===== src/rtl/vdp_palette_pkg.sv =====
// Shared types, constants and helpers for the VDP palette write path.
// Optional power-on palette load is enabled with VDP_PALETTE_INIT_EN.
package vdp_palette_pkg;

    typedef struct packed {
        logic [4:0] r;
        logic [4:0] g;
        logic [4:0] b;
    } rgb15_t;

    typedef struct packed {
        logic [7:0] addr;
        rgb15_t     rgb;
    } pal_wr_t;

    localparam int PAL_WR_W = $bits(pal_wr_t);

    typedef enum logic [1:0] {
        PH_0,
        PH_1,
        PH_2
    } phase_e;

    typedef enum logic [1:0] {
        ST_IDLE,
        ST_INIT,
        ST_RUN
    } init_st_e;

    // MSX2 power-on palette, 3 bits per component, octal digits R,G,B.
    localparam logic [8:0] MSX2_PAL [16] = '{
        9'o000, 9'o000, 9'o161, 9'o373,
        9'o117, 9'o237, 9'o511, 9'o267,
        9'o711, 9'o733, 9'o661, 9'o664,
        9'o141, 9'o625, 9'o555, 9'o777
    };

    function automatic logic [4:0] expand3to5(input logic [2:0] c);
        return {c, c[2:1]};
    endfunction

    function automatic rgb15_t msx2_default(input logic [7:0] idx);
        rgb15_t     v;
        logic [8:0] e;
        v = '0;
        e = MSX2_PAL[idx[3:0]];
        if (idx < 8'd16) begin
            v.r = expand3to5(e[8:6]);
            v.g = expand3to5(e[5:3]);
            v.b = expand3to5(e[2:0]);
        end
        return v;
    endfunction

endpackage


===== src/rtl/vdp_palette_if.sv =====
// CPU palette port, display read request and palette RAM bus.
// master: register decoder/display/testbench side; slave: vdp_palette_ctrl.
interface vdp_palette_if;

    logic        palette256;
    logic        idx_wr;
    logic [7:0]  idx_wdata;
    logic        dat_wr;
    logic [7:0]  dat_wdata;
    logic [7:0]  pal_index;
    logic        disp_rd;
    logic [7:0]  disp_addr;
    logic        ram_we;
    logic [7:0]  ram_addr;
    logic [14:0] ram_wdata;
    logic        busy;
    logic        starve_hit;
    logic        ovf;

    modport master (
        output palette256, idx_wr, idx_wdata, dat_wr, dat_wdata,
        output disp_rd, disp_addr,
        input  pal_index, ram_we, ram_addr, ram_wdata,
        input  busy, starve_hit, ovf
    );

    modport slave (
        input  palette256, idx_wr, idx_wdata, dat_wr, dat_wdata,
        input  disp_rd, disp_addr,
        output pal_index, ram_we, ram_addr, ram_wdata,
        output busy, starve_hit, ovf
    );

endinterface


===== src/rtl/vdp_palette_wq.sv =====
// Palette write queue: DEPTH-entry synchronous FIFO of {addr, rgb}.
// Ports: clk, reset_n, push/wdata, pop/rdata, full, empty.
module vdp_palette_wq #(
    parameter int DEPTH = 2,
    parameter int WIDTH = 23
) (
    input  logic             clk,
    input  logic             reset_n,
    input  logic             push,
    input  logic [WIDTH-1:0] wdata,
    input  logic             pop,
    output logic [WIDTH-1:0] rdata,
    output logic             full,
    output logic             empty
);

    localparam int AW = (DEPTH > 1) ? $clog2(DEPTH) : 1;

    logic [WIDTH-1:0] mem [DEPTH];
    logic [AW-1:0]    wr_ptr;
    logic [AW-1:0]    rd_ptr;
    logic [AW:0]      count;
    logic             do_push;
    logic             do_pop;

    assign full    = (count == (AW+1)'(DEPTH));
    assign empty   = (count == '0);
    assign do_push = push && !full;
    assign do_pop  = pop && !empty;
    assign rdata   = mem[rd_ptr];

    always_ff @(posedge clk) begin
        if (do_push) mem[wr_ptr] <= wdata;
    end

    always_ff @(posedge clk) begin
        if (!reset_n) begin
            wr_ptr <= '0;
            rd_ptr <= '0;
            count  <= '0;
        end else begin
            if (do_push)
                wr_ptr <= (wr_ptr == AW'(DEPTH - 1)) ? '0 : wr_ptr + 1'b1;
            if (do_pop)
                rd_ptr <= (rd_ptr == AW'(DEPTH - 1)) ? '0 : rd_ptr + 1'b1;
            unique case ({do_push, do_pop})
                2'b10:   count <= count + 1'b1;
                2'b01:   count <= count - 1'b1;
                default: count <= count;
            endcase
        end
    end

endmodule


===== src/rtl/vdp_palette_ctrl.sv =====
// Palette-write sequencer and palette RAM arbiter (display vs CPU writes).
// Ports: clk, reset_n, bus (vdp_palette_if.slave); VDP_PALETTE_INIT_EN adds power-on load.
module vdp_palette_ctrl
    import vdp_palette_pkg::*;
#(
    parameter int PAL_Q_DEPTH  = 2,
    parameter int STARVE_LIMIT = 4
) (
    input  logic         clk,
    input  logic         reset_n,
    vdp_palette_if.slave bus
);

    localparam int SW = (STARVE_LIMIT > 0) ? $clog2(STARVE_LIMIT + 1) : 1;
    localparam logic [SW-1:0] LIMIT = SW'(STARVE_LIMIT);

    logic          mode_q;
    phase_e        phase_q, phase_d, ph_cur;
    logic [4:0]    r_q, g_q, b_q;
    logic [4:0]    r_d, g_d, b_d;
    logic [4:0]    r_cur, g_cur, b_cur;
    logic [7:0]    idx_q, idx_d, idx_base;
    logic          ovf_q;
    logic [SW-1:0] starve_q, starve_d;
    logic          ram_we_q, we_d;
    logic [7:0]    ram_addr_q, addr_d;
    rgb15_t        ram_wdata_q, data_d;
    logic          hit_q, hit_d;

    logic          legacy, clr, commit, pop;
    pal_wr_t       ent, q_head;
    logic          q_full, q_empty;
    logic          init_active, init_busy;
    logic [7:0]    init_cnt;

    vdp_palette_wq #(
        .DEPTH (PAL_Q_DEPTH),
        .WIDTH (PAL_WR_W)
    ) u_wq (
        .clk     (clk),
        .reset_n (reset_n),
        .push    (commit),
        .wdata   (ent),
        .pop     (pop),
        .rdata   (q_head),
        .full    (q_full),
        .empty   (q_empty)
    );

`ifdef VDP_PALETTE_INIT_EN
    init_st_e   st_q, st_d;
    logic [7:0] cnt_q;

    always_ff @(posedge clk) begin
        if (!reset_n) begin
            st_q  <= ST_IDLE;
            cnt_q <= '0;
        end else begin
            st_q <= st_d;
            if (st_q == ST_INIT) cnt_q <= cnt_q + 8'd1;
        end
    end

    always_comb begin
        st_d = st_q;
        unique case (st_q)
            ST_IDLE: st_d = ST_INIT;
            ST_INIT: if (cnt_q == 8'hFF) st_d = ST_RUN;
            default: st_d = ST_RUN;
        endcase
    end

    assign init_active = (st_q == ST_INIT);
    assign init_busy   = (st_q != ST_RUN);
    assign init_cnt    = cnt_q;
`else
    assign init_active = 1'b0;
    assign init_busy   = 1'b0;
    assign init_cnt    = '0;
`endif

    // Byte assembly. An index load or mode change restarts the
    // sequence before the same-cycle data byte is considered.
    always_comb begin
        legacy   = !bus.palette256;
        clr      = bus.idx_wr || (bus.palette256 != mode_q);
        idx_base = bus.idx_wr ? bus.idx_wdata : idx_q;
        ph_cur   = clr ? PH_0 : phase_q;
        r_cur    = clr ? 5'd0 : r_q;
        g_cur    = clr ? 5'd0 : g_q;
        b_cur    = clr ? 5'd0 : b_q;
        phase_d  = ph_cur;
        r_d      = r_cur;
        g_d      = g_cur;
        b_d      = b_cur;
        idx_d    = idx_base;
        commit   = 1'b0;
        ent      = '0;
        if (bus.dat_wr) begin
            unique case (1'b1)
                legacy && (ph_cur == PH_0): begin
                    r_d     = expand3to5(bus.dat_wdata[6:4]);
                    b_d     = expand3to5(bus.dat_wdata[2:0]);
                    phase_d = PH_1;
                end
                legacy && (ph_cur != PH_0): begin
                    commit  = 1'b1;
                    ent.rgb = '{r: r_cur, g: expand3to5(bus.dat_wdata[2:0]), b: b_cur};
                end
                !legacy && (ph_cur == PH_0): begin
                    r_d     = bus.dat_wdata[7:3];
                    phase_d = PH_1;
                end
                !legacy && (ph_cur == PH_1): begin
                    g_d     = bus.dat_wdata[7:3];
                    phase_d = PH_2;
                end
                default: begin
                    commit  = 1'b1;
                    ent.rgb = '{r: r_cur, g: g_cur, b: bus.dat_wdata[7:3]};
                end
            endcase
        end
        if (commit) begin
            phase_d = PH_0;
            if (legacy) begin
                ent.addr = {4'h0, idx_base[3:0]};
                idx_d    = {4'h0, idx_base[3:0] + 4'd1};
            end else begin
                ent.addr = idx_base;
                idx_d    = idx_base + 8'd1;
            end
        end
    end

    // RAM arbitration; the starve count only grows while a write waits.
    always_comb begin
        pop      = 1'b0;
        we_d     = 1'b0;
        addr_d   = ram_addr_q;
        data_d   = ram_wdata_q;
        hit_d    = 1'b0;
        starve_d = starve_q;
        if (init_busy) begin
            starve_d = '0;
            if (init_active) begin
                we_d   = 1'b1;
                addr_d = init_cnt;
                data_d = msx2_default(init_cnt);
            end
        end else if (bus.disp_rd && (starve_q < LIMIT)) begin
            addr_d = bus.disp_addr;
            if (!q_empty) starve_d = starve_q + 1'b1;
        end else if (!q_empty) begin
            pop      = 1'b1;
            we_d     = 1'b1;
            addr_d   = q_head.addr;
            data_d   = q_head.rgb;
            hit_d    = bus.disp_rd;
            starve_d = '0;
        end
    end

    always_ff @(posedge clk) begin
        if (!reset_n) begin
            mode_q      <= bus.palette256;
            phase_q     <= PH_0;
            r_q         <= '0;
            g_q         <= '0;
            b_q         <= '0;
            idx_q       <= '0;
            ovf_q       <= 1'b0;
            starve_q    <= '0;
            ram_we_q    <= 1'b0;
            ram_addr_q  <= '0;
            ram_wdata_q <= '0;
            hit_q       <= 1'b0;
        end else begin
            mode_q      <= bus.palette256;
            phase_q     <= phase_d;
            r_q         <= r_d;
            g_q         <= g_d;
            b_q         <= b_d;
            idx_q       <= idx_d;
            ovf_q       <= ovf_q | (commit & q_full);
            starve_q    <= starve_d;
            ram_we_q    <= we_d;
            ram_addr_q  <= addr_d;
            ram_wdata_q <= data_d;
            hit_q       <= hit_d;
        end
    end

    assign bus.pal_index  = idx_q;
    assign bus.ram_we     = ram_we_q;
    assign bus.ram_addr   = ram_addr_q;
    assign bus.ram_wdata  = ram_wdata_q;
    assign bus.busy       = init_busy | !q_empty;
    assign bus.starve_hit = hit_q;
    assign bus.ovf        = ovf_q;

endmodule


===== src/flat_wrapper.sv =====
// flat-port wrapper written by rule: the top's interface ports become plain ports
module vdp_palette_ctrl_flat import vdp_palette_pkg::*;
#(
    parameter int PAL_Q_DEPTH  = 2,
    parameter int STARVE_LIMIT = 4
)
  (clk, reset_n, bus_palette256, bus_idx_wr, bus_idx_wdata, bus_dat_wr, bus_dat_wdata, bus_disp_rd, bus_disp_addr, bus_pal_index, bus_ram_we, bus_ram_addr, bus_ram_wdata, bus_busy, bus_starve_hit, bus_ovf);
  vdp_palette_if bus_i ();
  input  logic clk;
  input  logic reset_n;
  input wire logic [$bits(bus_i.palette256)-1:0] bus_palette256;
  input wire logic [$bits(bus_i.idx_wr)-1:0] bus_idx_wr;
  input wire logic [$bits(bus_i.idx_wdata)-1:0] bus_idx_wdata;
  input wire logic [$bits(bus_i.dat_wr)-1:0] bus_dat_wr;
  input wire logic [$bits(bus_i.dat_wdata)-1:0] bus_dat_wdata;
  input wire logic [$bits(bus_i.disp_rd)-1:0] bus_disp_rd;
  input wire logic [$bits(bus_i.disp_addr)-1:0] bus_disp_addr;
  output wire logic [$bits(bus_i.pal_index)-1:0] bus_pal_index;
  output wire logic [$bits(bus_i.ram_we)-1:0] bus_ram_we;
  output wire logic [$bits(bus_i.ram_addr)-1:0] bus_ram_addr;
  output wire logic [$bits(bus_i.ram_wdata)-1:0] bus_ram_wdata;
  output wire logic [$bits(bus_i.busy)-1:0] bus_busy;
  output wire logic [$bits(bus_i.starve_hit)-1:0] bus_starve_hit;
  output wire logic [$bits(bus_i.ovf)-1:0] bus_ovf;
  assign bus_i.palette256 = bus_palette256;
  assign bus_i.idx_wr = bus_idx_wr;
  assign bus_i.idx_wdata = bus_idx_wdata;
  assign bus_i.dat_wr = bus_dat_wr;
  assign bus_i.dat_wdata = bus_dat_wdata;
  assign bus_i.disp_rd = bus_disp_rd;
  assign bus_i.disp_addr = bus_disp_addr;
  assign bus_pal_index = bus_i.pal_index;
  assign bus_ram_we = bus_i.ram_we;
  assign bus_ram_addr = bus_i.ram_addr;
  assign bus_ram_wdata = bus_i.ram_wdata;
  assign bus_busy = bus_i.busy;
  assign bus_starve_hit = bus_i.starve_hit;
  assign bus_ovf = bus_i.ovf;
  vdp_palette_ctrl #(.PAL_Q_DEPTH(PAL_Q_DEPTH), .STARVE_LIMIT(STARVE_LIMIT)) u_core (.clk(clk), .reset_n(reset_n), .bus(bus_i));
endmodule

===== config.mk =====
export PLATFORM = sky130hd
export DESIGN_NAME = vdp_palette_ctrl_flat
export DESIGN_NICKNAME = d
export VERILOG_FILES = /design/src/rtl/vdp_palette_pkg.sv /design/src/rtl/vdp_palette_if.sv /design/src/rtl/vdp_palette_wq.sv /design/src/rtl/vdp_palette_ctrl.sv /design/src/flat_wrapper.sv
export SDC_FILE = /design/constraint.sdc
export NUM_CORES = 1
export LEC_CHECK = 0
export ABC_AREA = 0
export CORE_ASPECT_RATIO = 1.1
export CORE_MARGIN = 2
export CORE_UTILIZATION = 40
export CTS_CLUSTER_DIAMETER = 30
export CTS_CLUSTER_SIZE = 20
export DETAILED_ROUTE_END_ITERATION = 10
export DONT_BUFFER_PORTS = 1
export GPL_ROUTABILITY_DRIVEN = 0
export REMOVE_ABC_BUFFERS = 1
export SLEW_MARGIN = 20
export SYNTH_ARGS = -nofsm -noshare
export SYNTH_HDL_FRONTEND = slang
export SYNTH_SLANG_ARGS = --single-unit

===== constraint.sdc =====
create_clock -name clk -period 7.6 [get_ports clk]
set_clock_uncertainty 0.15 [all_clocks]
set_input_delay 0.76 -clock clk [delete_from_list [all_inputs] [get_ports clk]]
set_output_delay 0.76 -clock clk [all_outputs]
set_load 0.01 [all_outputs]

# After elaboration in Yosys (flattened, before gate mapping)
# Memory sizes are Yosys's and may differ from the RTL's. A register that Yosys moved wholly into a read port is not among the register bits.
# Cells that the tools add are included.
# W data, S select, Z words.
[classes]
n_mux = 35
order_cmp = 1
add_sub_neg = 7
n_eq_ne = 6
n_bitwise = 5
reduce_logical = 20
[op_table]
columns = ["cell", "n"]
rows = [
  ["$mux W8", 7],
  ["$mux W5", 8],
  ["$pmux W15 S2", 1],
  ["$mux W15", 1],
  ["$mux W1", 10],
  ["$pmux W5 S2", 1],
  ["$mux W3", 3],
  ["$add A8 B1 Y8 const B", 1],
  ["$pmux W2 S2", 2],
  ["$logic_and A1 B1 Y1", 7],
  ["$reduce_or A3 Y1", 2],
  ["$add A4 B1 Y4 const B", 1],
  ["$eq A2 B1 Y1 const B", 2],
  ["$eq A2 B2 Y1 const B", 2],
  ["$logic_not A2 Y1", 2],
  ["$mux W2", 2],
  ["$reduce_bool A2 Y1", 2],
  ["$reduce_or A2 Y1", 2],
  ["$add A3 B1 Y3 const B", 1],
  ["$logic_not A1 Y1", 3],
  ["$lt A3 B3 Y1 const B", 1],
  ["$not A1 Y1", 3],
  ["$add A1 B1 Y1 const B", 2],
  ["$add A2 B1 Y2 const B", 1],
  ["other kinds (7)", 7],
]
[totals]
regBits = 59
mem_count = 1
in_bits = 30
elab_cells = 92
out_inout_bits = 35
ram_bits = 46
[memory_table]
columns = ["name", "words", "width", "rd", "rd_ports_with_merged_regs", "wr", "line", "source"]
rows = [
  ["u_core.u_wq.mem", 2, 23, 1, 1, 1, "vdp_palette_wq.sv:19", "logic [WIDTH-1:0] mem [DEPTH];"],
]

# Depth between registers and ports, before layout
# Gate-level depths: netlist (run 1).
[depth]
ltp_word = 11
ltp_mapped = 8
mapped_depth_nobuf = 7

# Hierarchy
# Synthesis (run 1) repeated with hierarchy kept, for this count alone.
[unflattened]
hier_cells = 422
hier_area_um2 = 4600.7
[by_module_without_submodules]
columns = ["mod", "instances", "cells_each", "area_per_inst_um2", "seq_area_each_um2"]
rows = [
  ["vdp_palette_ctrl", 1, 325, 2713.9, 1101.1],
  ["vdp_palette_wq", 1, 97, 1886.8, 1481.4],
]

# Least setup slack after synthesis (run 1)
# No wires, ideal clock.
[synth_path]
kind = "input-to-reg"
startpoint = "in bus_palette256"
endpoint = "mem u_core.u_wq.mem[0][0], enable pin"
stages = 4
arrival_time_ns = 2.481
setup_slack_ns = 4.564
setup_ns = 0.404
n_path_buf = 1
t_required_ns = 7.046
cell_sequence = "buf_2 -> o31ai_4 -> nand3_1 -> nor2_1"
[synth_via]
elab_chain_len = 11
elab_cells_between_ends = 15
cone_classes = "2 x eq/ne; 5 x mux; 8 x reduce/logical"
[synth_rtl]
columns = ["element", "line", "source"]
rows = [
  ["from (decl)", "flat_wrapper.sv:11", "input wire logic [$bits(bus_i.palette256)-1:0] bus_palette256;"],
  ["$ne A1 B1 Y1", "vdp_palette_ctrl.sv:86", "clr = bus.idx_wr || (bus.palette256 != mode_q);"],
  ["$logic_or A1 B1 Y1", "vdp_palette_ctrl.sv:86", ""],
  ["$mux W2", "vdp_palette_ctrl.sv:88", "ph_cur = clr ? PH_0 : phase_q;"],
  ["$eq A2 B1 Y1 or $logic_not A2 Y1 (tied branches)", "vdp_palette_ctrl.sv:114, vdp_palette_ctrl.sv:101, vdp_palette_ctrl.sv:110", ""],
  ["$logic_and A1 B1 Y1 (on tied branches)", "vdp_palette_ctrl.sv:114, vdp_palette_ctrl.sv:101, vdp_palette_ctrl.sv:110", ""],
  ["$reduce_or A3 Y1 (no source line) (*)", "-", ""],
  ["$mux W1 (*)", "vdp_palette_ctrl.sv:100", "unique case (1'b1)"],
  ["$mux W1 (*)", "vdp_palette_ctrl.sv:99", "if (bus.dat_wr) begin"],
  ["$logic_and A1 B1 Y1 (*)", "vdp_palette_wq.sv:28", "assign do_push = push && !full;"],
  ["$mux W1 (*)", "vdp_palette_wq.sv:33", "if (do_push) mem[wr_ptr] <= wdata;"],
  ["$mux W1 (implied by the code) (*)", "vdp_palette_wq.sv:33", ""],
  ["to (decl)", "vdp_palette_wq.sv:19", ""],
]
# Every way passes the cells marked *; elsewhere a longest branch is shown, timed or not.

# Worst setup path in the final report (run 1)
[layout_path]
startpoint = "in bus_dat_wr"
endpoint = "reg u_core.u_wq.count[1]"
[layout_via]
elab_chain_len = 4
elab_cells_between_ends = 6
cone_classes = "2 x eq/ne; 2 x mux; 2 x reduce/logical"
[layout_rtl]
columns = ["element", "line", "source"]
rows = [
  ["from (decl)", "flat_wrapper.sv:14", "input wire logic [$bits(bus_i.dat_wr)-1:0] bus_dat_wr;"],
  ["$mux W1 (*)", "vdp_palette_ctrl.sv:99", ""],
  ["$logic_and A1 B1 Y1 (*)", "vdp_palette_wq.sv:28", ""],
  ["$eq A2 B1 Y1 or $eq A2 B2 Y1 (tied branches)", "vdp_palette_wq.sv:46", "unique case ({do_push, do_pop})"],
  ["$pmux W2 S2 or $reduce_bool A2 Y1 (tied branches)", "-", ""],
  ["to (signal assigned)", "vdp_palette_wq.sv:47", "2'b10: count <= count + 1'b1;"],
  ["to (signal assigned)", "vdp_palette_wq.sv:48", "2'b01: count <= count - 1'b1;"],
  ["to (signal assigned)", "vdp_palette_wq.sv:49", "default: count <= count;"],
  ["to (decl)", "vdp_palette_wq.sv:22", "logic [AW:0] count;"],
]
# Marked as above.
# A chain may end at the register's enable or synchronous reset.

==> out/metrics.cfg, run 1 <==
[status]
outcome=finished clean

[hold_path]
hp-class=in2reg

[worst_setup_path]
cp_num_buf_inv=0
worst-setup-path-type=in2reg
endpoint_kind=flip-flop
path_cells=nor2b_1, nand3_1, ha_1, or3_1, a21boi_0
cp.arrival_ps=2520
critical-path-max-stage-delay_ps=460
worstPathRequired_ps=7720
path_delay_family=simple AND/OR/NAND/NOR gates
cp_max_fo=10
crit_path_top_delay_cell=nor2b_1
start_kind=input pin

[clocking]
cts.path.max_buffers=2
cts_tree=yes
clock_latency_ps=340
root_buffer=clkbuf_16
ctsHtreeMaxLevel=3
ctsResizeCount=0
hold_buffers=0
clock_sinks=106
postCtsSetupBuffers=0
path_clk_slew_ps=70
cts_buffers=9

[logic_synthesis]
synthArstFlopShare=0
netlist_instances=398
syn_area_per_cell_sq_um=11.1
synth_edf_count=46
yosys-top-cells-area=edfxtp_1 (31%), dfxtp_1 (27%), mux2i_1 (6.8%)
synth_cell_type_count=43
ys_warn_count=0
ys.flop_type=dfxtp_1
synth_top_cell_area_share=0.313
yosysTopAreaCell=edfxtp_1
synth_area_sq_um=4410
seq_area_frac_synth=0.586
ys_ff_latch=106

[global_routing]
grt_max_degree=55
grt_overflow_total=0
grt_pass1_vias=2718
grt_pass1_wl_mm=14.5
grt.total_usage=0.158
antenna_found_initial=0

[layout]
seqCellArea_sq_um=2580
nets=423
multi_input_comb_area_sq_um=1740
antennaDiodeCount=0
drive_above_1_share=0.0709
nFillCells=1040
fin_cells=542
synthToLayoutAreaGrowth_pct=9.71

[placement]
io_buffers=0
dp_hpwl_mm=6.26
dp.cells=526

[floorplan]
io_pins=65
die_h_microns=114
row_count=40
die_w_microns=104
core_sq_um=10800
start_util=0.408
die_area_sq_um=11900

[detailed_routing]
drtIter0Drc=122
avgViaCountPerCell=5.30
num_vias=2875
dr.pass1.iters=4
routed_wl_mm=8.89
wl_per_cell_microns=16.4
final_antenna_net_count=0
drc=0

[timing]
timing.fmax_mhz=416
rsz0062_at_grt=no
finalSetupTns_ps=0
post-route-period-util=0.316
setup_viol=0
drv_slew=0
slew_headroom=0.456
worst_pin_slew_ps=809
fin_crit_ps=2400
hold_viol=0

[power_and_ir_drop]
peakVddDrop_mv=0.0969
power.density_nw_per_um2=232
p_leak_nw=1.71
p_total_mw=1.12

[job]
cap_violations=0

-- synthesized netlist by cell type, drive strengths merged, types with 4 or more instances --
master  count
a211oi     11
a21boi     15
a21oi      16
a32o        5
and2        7
and3        8
buf         7
clkbuf     15
dfxtp      60
edfxtp     46
inv         6
mux2i      30
nand2      39
nand3      18
nand4       4
nor2       35
nor2b      12
nor3        8
o211a      16
o21ai       9
xor2        4
-- per-stage QoR --
stage / hold WS [ps] / util / worst slack, ps / cell area [sq um]
2_1_floorplan: 267 / - / 4300 / 4310
3_3_place_gp: 291 / 0.419 / 4660 / 4530
3_5_place_dp: 308 / 0.420 / 4850 / 4540
4_1_cts: 278 / 0.446 / 5210 / 4830
5_1_grt: 270 / 0.447 / 5070 / 4830
6_report: 288 / 0.447 / 5200 / 4830
-- placed cells by master, fill, tap and decap left out, types with 2 or more instances in the layout --
master      instances
nor2b_1            12
nand2_1            39
clkbuf_16           9
or2_2               2
nor3_1              8
clkinv_2            2
nor3b_1             2
dfxtp_1            60
mux2i_1            30
clkinvlp_4          2
xnor2_1             2
a32o_1              5
buf_4               3
nor2_4              2
nor2_1             30
a21oi_1            16
ha_1                3
o21a_1              3
clkbuf_1            2
a21boi_0           15
edfxtp_1           46
o211a_1            16
nand4_1             4
and3_1              8
and2_1              7
xor2_1              4
nor2_2              3
o21ai_0             9
nand2b_1            3
nand3_1            18
inv_1               6
a211oi_1           10
-- power breakdown --
group          total, mW  switching [mW]  internal [mW]
combinational     0.0496          0.0282         0.0214
clock              0.455           0.200          0.255
sequential         0.617          0.0145          0.603
total               1.12           0.243          0.879
-- state kept, by name, indices dropped and copies added (netlist names), 2 cells and up, named ones only --
| register | cells |
|---|---|
| u_core.u_wq.count | 2 |
| u_core.starve_q | 3 |
| u_core.phase_q | 2 |
| u_core.r_q | 5 |
| u_core.bus.ram_addr | 8 |
| u_core.g_q | 5 |
| u_core.bus.pal_index | 8 |
| u_core.b_q | 5 |
| u_core.u_wq.mem | 46 |
| u_core.bus.ram_wdata | 15 |
-- logic make-up (layout without fill, tap and decap cells) --
| group | after synthesis | count (layout) | share of synthesized area |
|---|---|---|---|
| AND/OR/NAND/NOR | 143 | 143 | 0.157 |
| flip-flops | 106 | 106 | 0.586 |
| AO/OA/AOI/OAI | 82 | 82 | 0.143 |
| multiplexers | 30 | 30 | 0.0681 |
| buffers and inverters | 28 | 25 | 0.0261 |
| XOR/XNOR | 6 | 6 | 0.0119 |
| adder cells (fa/ha/maj) | 3 | 3 | 0.00852 |
-- metal layers --
layer,part of all wire,global-route usage
met1,0.47,0.212
met2,0.45,0.240
met3,0.046,0.0387
met4,0.028,0.0829
met5,0,0
-- path summary, 6_finish.rpt --
check / endpoint / slack (ps) / startpoint / cells past startpoint
min reg2reg: u_core.r_q[3] / 310 / u_core.r_q[3] / 2
max reg2reg: u_core.u_wq.count[1] / 5230 / u_core.mode_q / 6
min: u_core.mode_q / 290 / bus_palette256 / 0
max: u_core.u_wq.count[1] / 5200 / bus_dat_wr / 5
-- cell type report --
cell class	count	share of cell area
inverter	6	0.00466
timing repair buffer	3	0.00466
multi-input combinational	264	0.359
tap	147	0.0380
sequential	106	0.534
clock buffer	11	0.0481
clock inverter	5	0.0114
(Power assumes the default switching activity.)
==> run 2: changes to the inputs <==
ABC_AREA = 1   (was 0)
clock period = 2.3 ns   (was 7.6 ns; I/O delays follow)
==> run 2 against run 1 <==
Net effect:
- synthesized cell count grew 25%
- cell count up 23%
- clock-buffer cell count is 2 higher
- synthesized area up 0.62%
- global-route usage is 1.3 points higher
- non-clock buffer count is 23 higher
- hold slack worse by 280 ps
- clock power rose to 3.8 times the previous value
- register-to-register slack worse by 5000 ps
- combinational power grew to 5.4 times the previous value
- critical path type is now reg2reg
==> out/metrics.cfg, run 2 <==
[layout]
nets=546
final_cell_mix=nand2_1 (117), dfxtp_1 (60), nor2_1 (57)
synthToLayoutAreaGrowth_pct=15.8
multi_input_comb_area_sq_um=1610
largest_reg_flops=46
seqCellArea_sq_um=2580
top_register=u_core.u_wq.mem
antennaDiodeCount=0
drive_above_1_share=0.0888
final_util=0.473
nFillCells=1021
final_common_cell=nand2_1
fin_cells=665

[power_and_ir_drop]
p_leak_nw=1.91
peakVddDrop_mv=0.316
p_total_mw=4.05
power.density_nw_per_um2=789

[hold_path]
hp-class=in2reg
hp-start=bus_palette256
hold_depth=4

[detailed_routing]
final_antenna_net_count=0
dr.pass1.iters=4
wl_per_cell_microns=14.9
num_vias=3370
routed_wl_mm=9.93
drc=0
drtIter0Drc=209
avgViaCountPerCell=5.07

[worst_setup_path]
startpoint=u_core.mode_q
start_kind=flip-flop
r2r_cells=8
r2r_start=u_core.mode_q
cp_max_fo=15
endpoint_kind=flip-flop
worstPathRequired_ps=2370
critical-path-max-stage-delay_ps=420
path_cells=nand2_2, nand2_4, nor2_8, buf_4, o21ai_2, nand3_1, o21ai_0, a21oi_1
crit_path_top_delay_cell=dfxtp_1
cp.arrival_ps=2180
cp_num_cells=8
worst-setup-path-type=reg2reg
ff2ff_setup_slack_ps=190
path_delay_family=compound AO/OA/AOI/OAI gates
cp_num_buf_inv=1

[placement]
dp_hpwl_mm=6.44
io_buffers=0
dp.cells=629

[global_routing]
grt_max_degree=38
grt_pass1_wl_mm=16.0
grt_overflow_total=0
antenna_found_initial=0
grt.total_usage=0.172
grt_pass1_vias=3184

[logic_synthesis]
ys_ff_latch=106
yosys-top-cells-area=edfxtp_1 (31%), dfxtp_1 (27%), nand2_1 (9.9%)
synth_cell_type_count=35
seq_area_frac_synth=0.582
synthArstFlopShare=0
synth_top_cell_area_share=0.312
yosysTopAreaCell=edfxtp_1
post-synth-top-count-cell=nand2_1
ys_warn_count=0
synth_edf_count=46
netlist_instances=498
synth_area_sq_um=4430
ys.flop_type=dfxtp_1
synthTopCellsByCount=nand2_1 (117), dfxtp_1 (60), nor2_1 (58)
syn_area_per_cell_sq_um=8.90

[timing]
setup_viol=0
post-route-period-util=0.919
fin_crit_ps=2110
worst_pin_slew_ps=792
drv_slew=0
hold_viol=0
timing.fmax_mhz=473
rsz0062_at_grt=no
slew_headroom=0.471

[clocking]
cts_buffers=9
root_buffer=clkbuf_16
cts.path.max_buffers=2
clock_latency_ps=340
cts_tree=yes
path_clk_slew_ps=70
ctsHtreeMaxLevel=3
clock_sinks=106

[floorplan]
die_h_microns=114
start_util=0.408
core_sq_um=10900
row_count=40
io_pins=65
die_area_sq_um=11900
die_w_microns=104

[job]
cap_violations=0

[status]
outcome=finished clean

[run 2: report_power, final]
group / switching, mW / internal [mW]
Combinational: 0.169 / 0.0995
Sequential: 0.0478 / 2.00
Clock: 0.639 / 1.10
Total: 0.856 / 3.20
[run 2: logic make-up after synthesis]
logic type | Yosys count | share of synthesized area
DFF | 106 | 0.582
xor gates and xnor gates | 1 | 0.00198
AOI/OAI and AO/OA | 103 | 0.130
and+or+nand+nor | 224 | 0.218
buffers and inverters | 60 | 0.0570
adders and majority gates | 3 | 0.00847
muxes | 1 | 0.00226
[run 2: final timing paths]
| kind | end |
|---|---|
| worst max-delay path | u_core.b_q[0] |
| worst max register to register | u_core.b_q[0] |
| worst min-delay path | u_core.r_q[1] |
| worst min register to register | u_core.u_wq.rd_ptr |
[run 2: worst register-to-register path, stage by stage, from the launching register on]
cell	delay [ps]
dfxtp_1	420
nand2_2	110
nand2_4	90
nor2_8	50
buf_4	180
o21ai_2	220
nand3_1	350
o21ai_0	350
a21oi_1	70
[run 2: cell type report]
type / instances / area share
Multi-Input combinational cell: 332 / 0.313
Inverter: 38 / 0.0283
Clock inverter: 3 / 0.0175
Timing Repair Buffer: 26 / 0.0541
Clock buffer: 13 / 0.0487
Sequential cell: 106 / 0.503
Tap cell: 147 / 0.0358
[run 2: layer usage]
layer  track usage  routed length, microns
met1         0.216                    4410
met5             0                       0
met4        0.0712                     231
met2         0.284                    4770
met3        0.0415                     524
[run 2: repair_timing]
item / CTS / global route
buffers inserted: 0 / 1
hold endpoints to repair: 53 / 0
endpoints found under the setup margin: 0 / 3
resized for setup: 0 / 1
hold buffers: 19 / 0
[run 2: stage by stage]
stage | setup slack, ps | TNS, ps | cell area, sq um | hold slack (ps)
floorplan | -326 | -7840 | 4330 | 108
global placement | 215 | 0 | 4580 | 109
detailed placement | 129 | 0 | 4580 | 109
CTS | 45.8 | 0 | 5120 | 0.256
global route | 36.3 | 0 | 5130 | 26.8
finish | 187 | 0 | 5130 | 8.75
==> run 3: changes to the inputs <==
CELL_PAD_IN_SITES_DETAIL_PLACEMENT = 0   (was not set)
CELL_PAD_IN_SITES_GLOBAL_PLACEMENT = 1   (was not set)
PLACE_DENSITY_LB_ADDON = 0.1   (was not set)
==> run 3 against run 2 <==
Net effect:
- utilization is 0.10 points lower
- combinational power barely moved
- critical path type unchanged
- maximum frequency rose by 4.4%
- first-iteration DRC count unchanged
- register-to-register slack gained 90 ps
- clock-buffer cell count is 1 lower
- largest power group unchanged
- design area fell by 0.22%
- flip-flop and latch count unchanged
- cell count is 0.60% higher
- critical path depth increased by 4
- non-clock buffer count grew 4
==> out/metrics.cfg, run 3 (synthesis results as in run 2) <==
[status]
outcome=finished clean

[floorplan]
die_w_microns=104
row_count=40
die_area_sq_um=11900
core_sq_um=10900
die_h_microns=114
start_util=0.408
io_pins=65

[layout]
antennaDiodeCount=0
synthToLayoutAreaGrowth_pct=15.5
largest_reg_flops=46
final_common_cell=nand2_1
top_register=u_core.u_wq.mem
nets=550
drive_above_1_share=0.0958
final_cell_mix=nand2_1 (117), dfxtp_1 (60), nor2_1 (56)

[placement]
place_ws_ps=290
dp_hpwl_mm=6.75
io_buffers=0

[power_and_ir_drop]
peakVddDrop_mv=0.305
p_leak_nw=1.91
power.density_nw_per_um2=755

[detailed_routing]
wl_per_cell_microns=15.1
avgViaCountPerCell=4.93
num_vias=3296
dr.pass1.iters=4
drtIter0Drc=209
drc=0
final_antenna_net_count=0
routed_wl_mm=10.1

[timing]
setup_viol=0
rsz0062_at_grt=no
drv_slew=0
worst_pin_slew_ps=743
finalSetupTns_ps=0
timing.fmax_mhz=494
post-route-period-util=0.880
timing.final.ws_setup_ps=276
slew_headroom=0.504
hold_viol=0
fin_crit_ps=2020

[worst_setup_path]
worstPathRequired_ps=2420
crit_path_top_delay_cell=dfxtp_1
cp.arrival_ps=2150
cp_num_buf_inv=1
worst-setup-path-type=reg2reg
endpoint_kind=flip-flop
cp_max_fo=16
startpoint=u_core.mode_q
path_delay_family=simple AND/OR/NAND/NOR gates
path_cells=nand2_2, nand2_4, nor2_8, nand2_4, a21oi_4, nand2_2, ha_1, inv_1, nand2_1, nor2_1, o21ai_0, a21oi_1
start_kind=flip-flop
r2r_start=u_core.mode_q
critical-path-max-stage-delay_ps=350

[global_routing]
grt_pass1_wl_mm=16.6
grt.total_usage=0.180
grt_max_degree=38
grt_overflow_total=0
grt_pass1_vias=3208
antenna_found_initial=0

[clocking]
ctsResizeCount=0
cts_tree=yes
postCtsSetupBuffers=0
hold_buffers=20
path_clk_slew_ps=70
clock_latency_ps=340
clock_sinks=106
cts_buffers=9
cts.path.max_buffers=2
root_buffer=clkbuf_16
ctsHtreeMaxLevel=3

[job]
cap_violations=0

[hold_path]
hp-class=in2reg
hp-start=bus_dat_wr

## run 3: worst reg2reg max path, stage by stage, from the launching register on
cell	delay (ps)
dfxtp_1	350
nand2_2	120
nand2_4	70
nor2_8	210
nand2_4	120
a21oi_4	150
nand2_2	90
ha_1	280
inv_1	80
nand2_1	50
nor2_1	100
o21ai_0	80
a21oi_1	110
## run 3: area by class of cell
| type | instances | area (sq um) |
|---|---|---|
| clock buffer | 12 | 246 |
| clock inverter | 4 | 51.3 |
| fill | 1092 | 5740 |
| inverter | 38 | 145 |
| multi-input combinational | 332 | 1600 |
| sequential | 106 | 2580 |
| tap | 147 | 184 |
| timing repair buffer | 30 | 310 |
## run 3: final timing paths
| kind | end | slack [ps] | cells after the start |
|---|---|---|---|
| worst min register to register | flip-flop | 300 | 1 |
| worst max-delay path | u_core.u_wq.count[1] | 280 | 12 |
| worst max register to register | u_core.u_wq.count[1] | 280 | 12 |
| worst min-delay path | u_core.phase_q[1] | 10 | 2 |
## run 3: routing by layer
metal | share of wire | track usage | up-vias
met5 | 0 | 0 | -
met4 | 0.021 | 0.0757 | 0
met3 | 0.044 | 0.0376 | 17
met2 | 0.44 | 0.269 | 71
met1 | 0.49 | 0.254 | 1496
li1 | - | - | 1712
## run 3: per-stage QoR
| stage | instances | hold WS (ps) | instance area (sq um) | utilization | total power [mW] |
|---|---|---|---|---|---|
| global placement | 633 | 109 | 4620 | 0.425 | 2.32 |
| detailed placement | 633 | 109 | 4620 | 0.425 | 2.32 |
| global route | 669 | 29.5 | 5120 | 0.472 | 4.03 |
| floorplan | 476 | 108 | 4330 | - | 2.26 |
| CTS | 669 | 2.94 | 5120 | 0.472 | 3.91 |
| finish | 669 | 14.5 | 5120 | 0.472 | 3.87 |
## run 3: power breakdown
part           total (mW)  switching (mW)  internal, mW
clock network        1.55           0.672         0.878
logic               0.268           0.168        0.0999
registers            2.05          0.0469          2.00
total                3.87           0.888          2.98
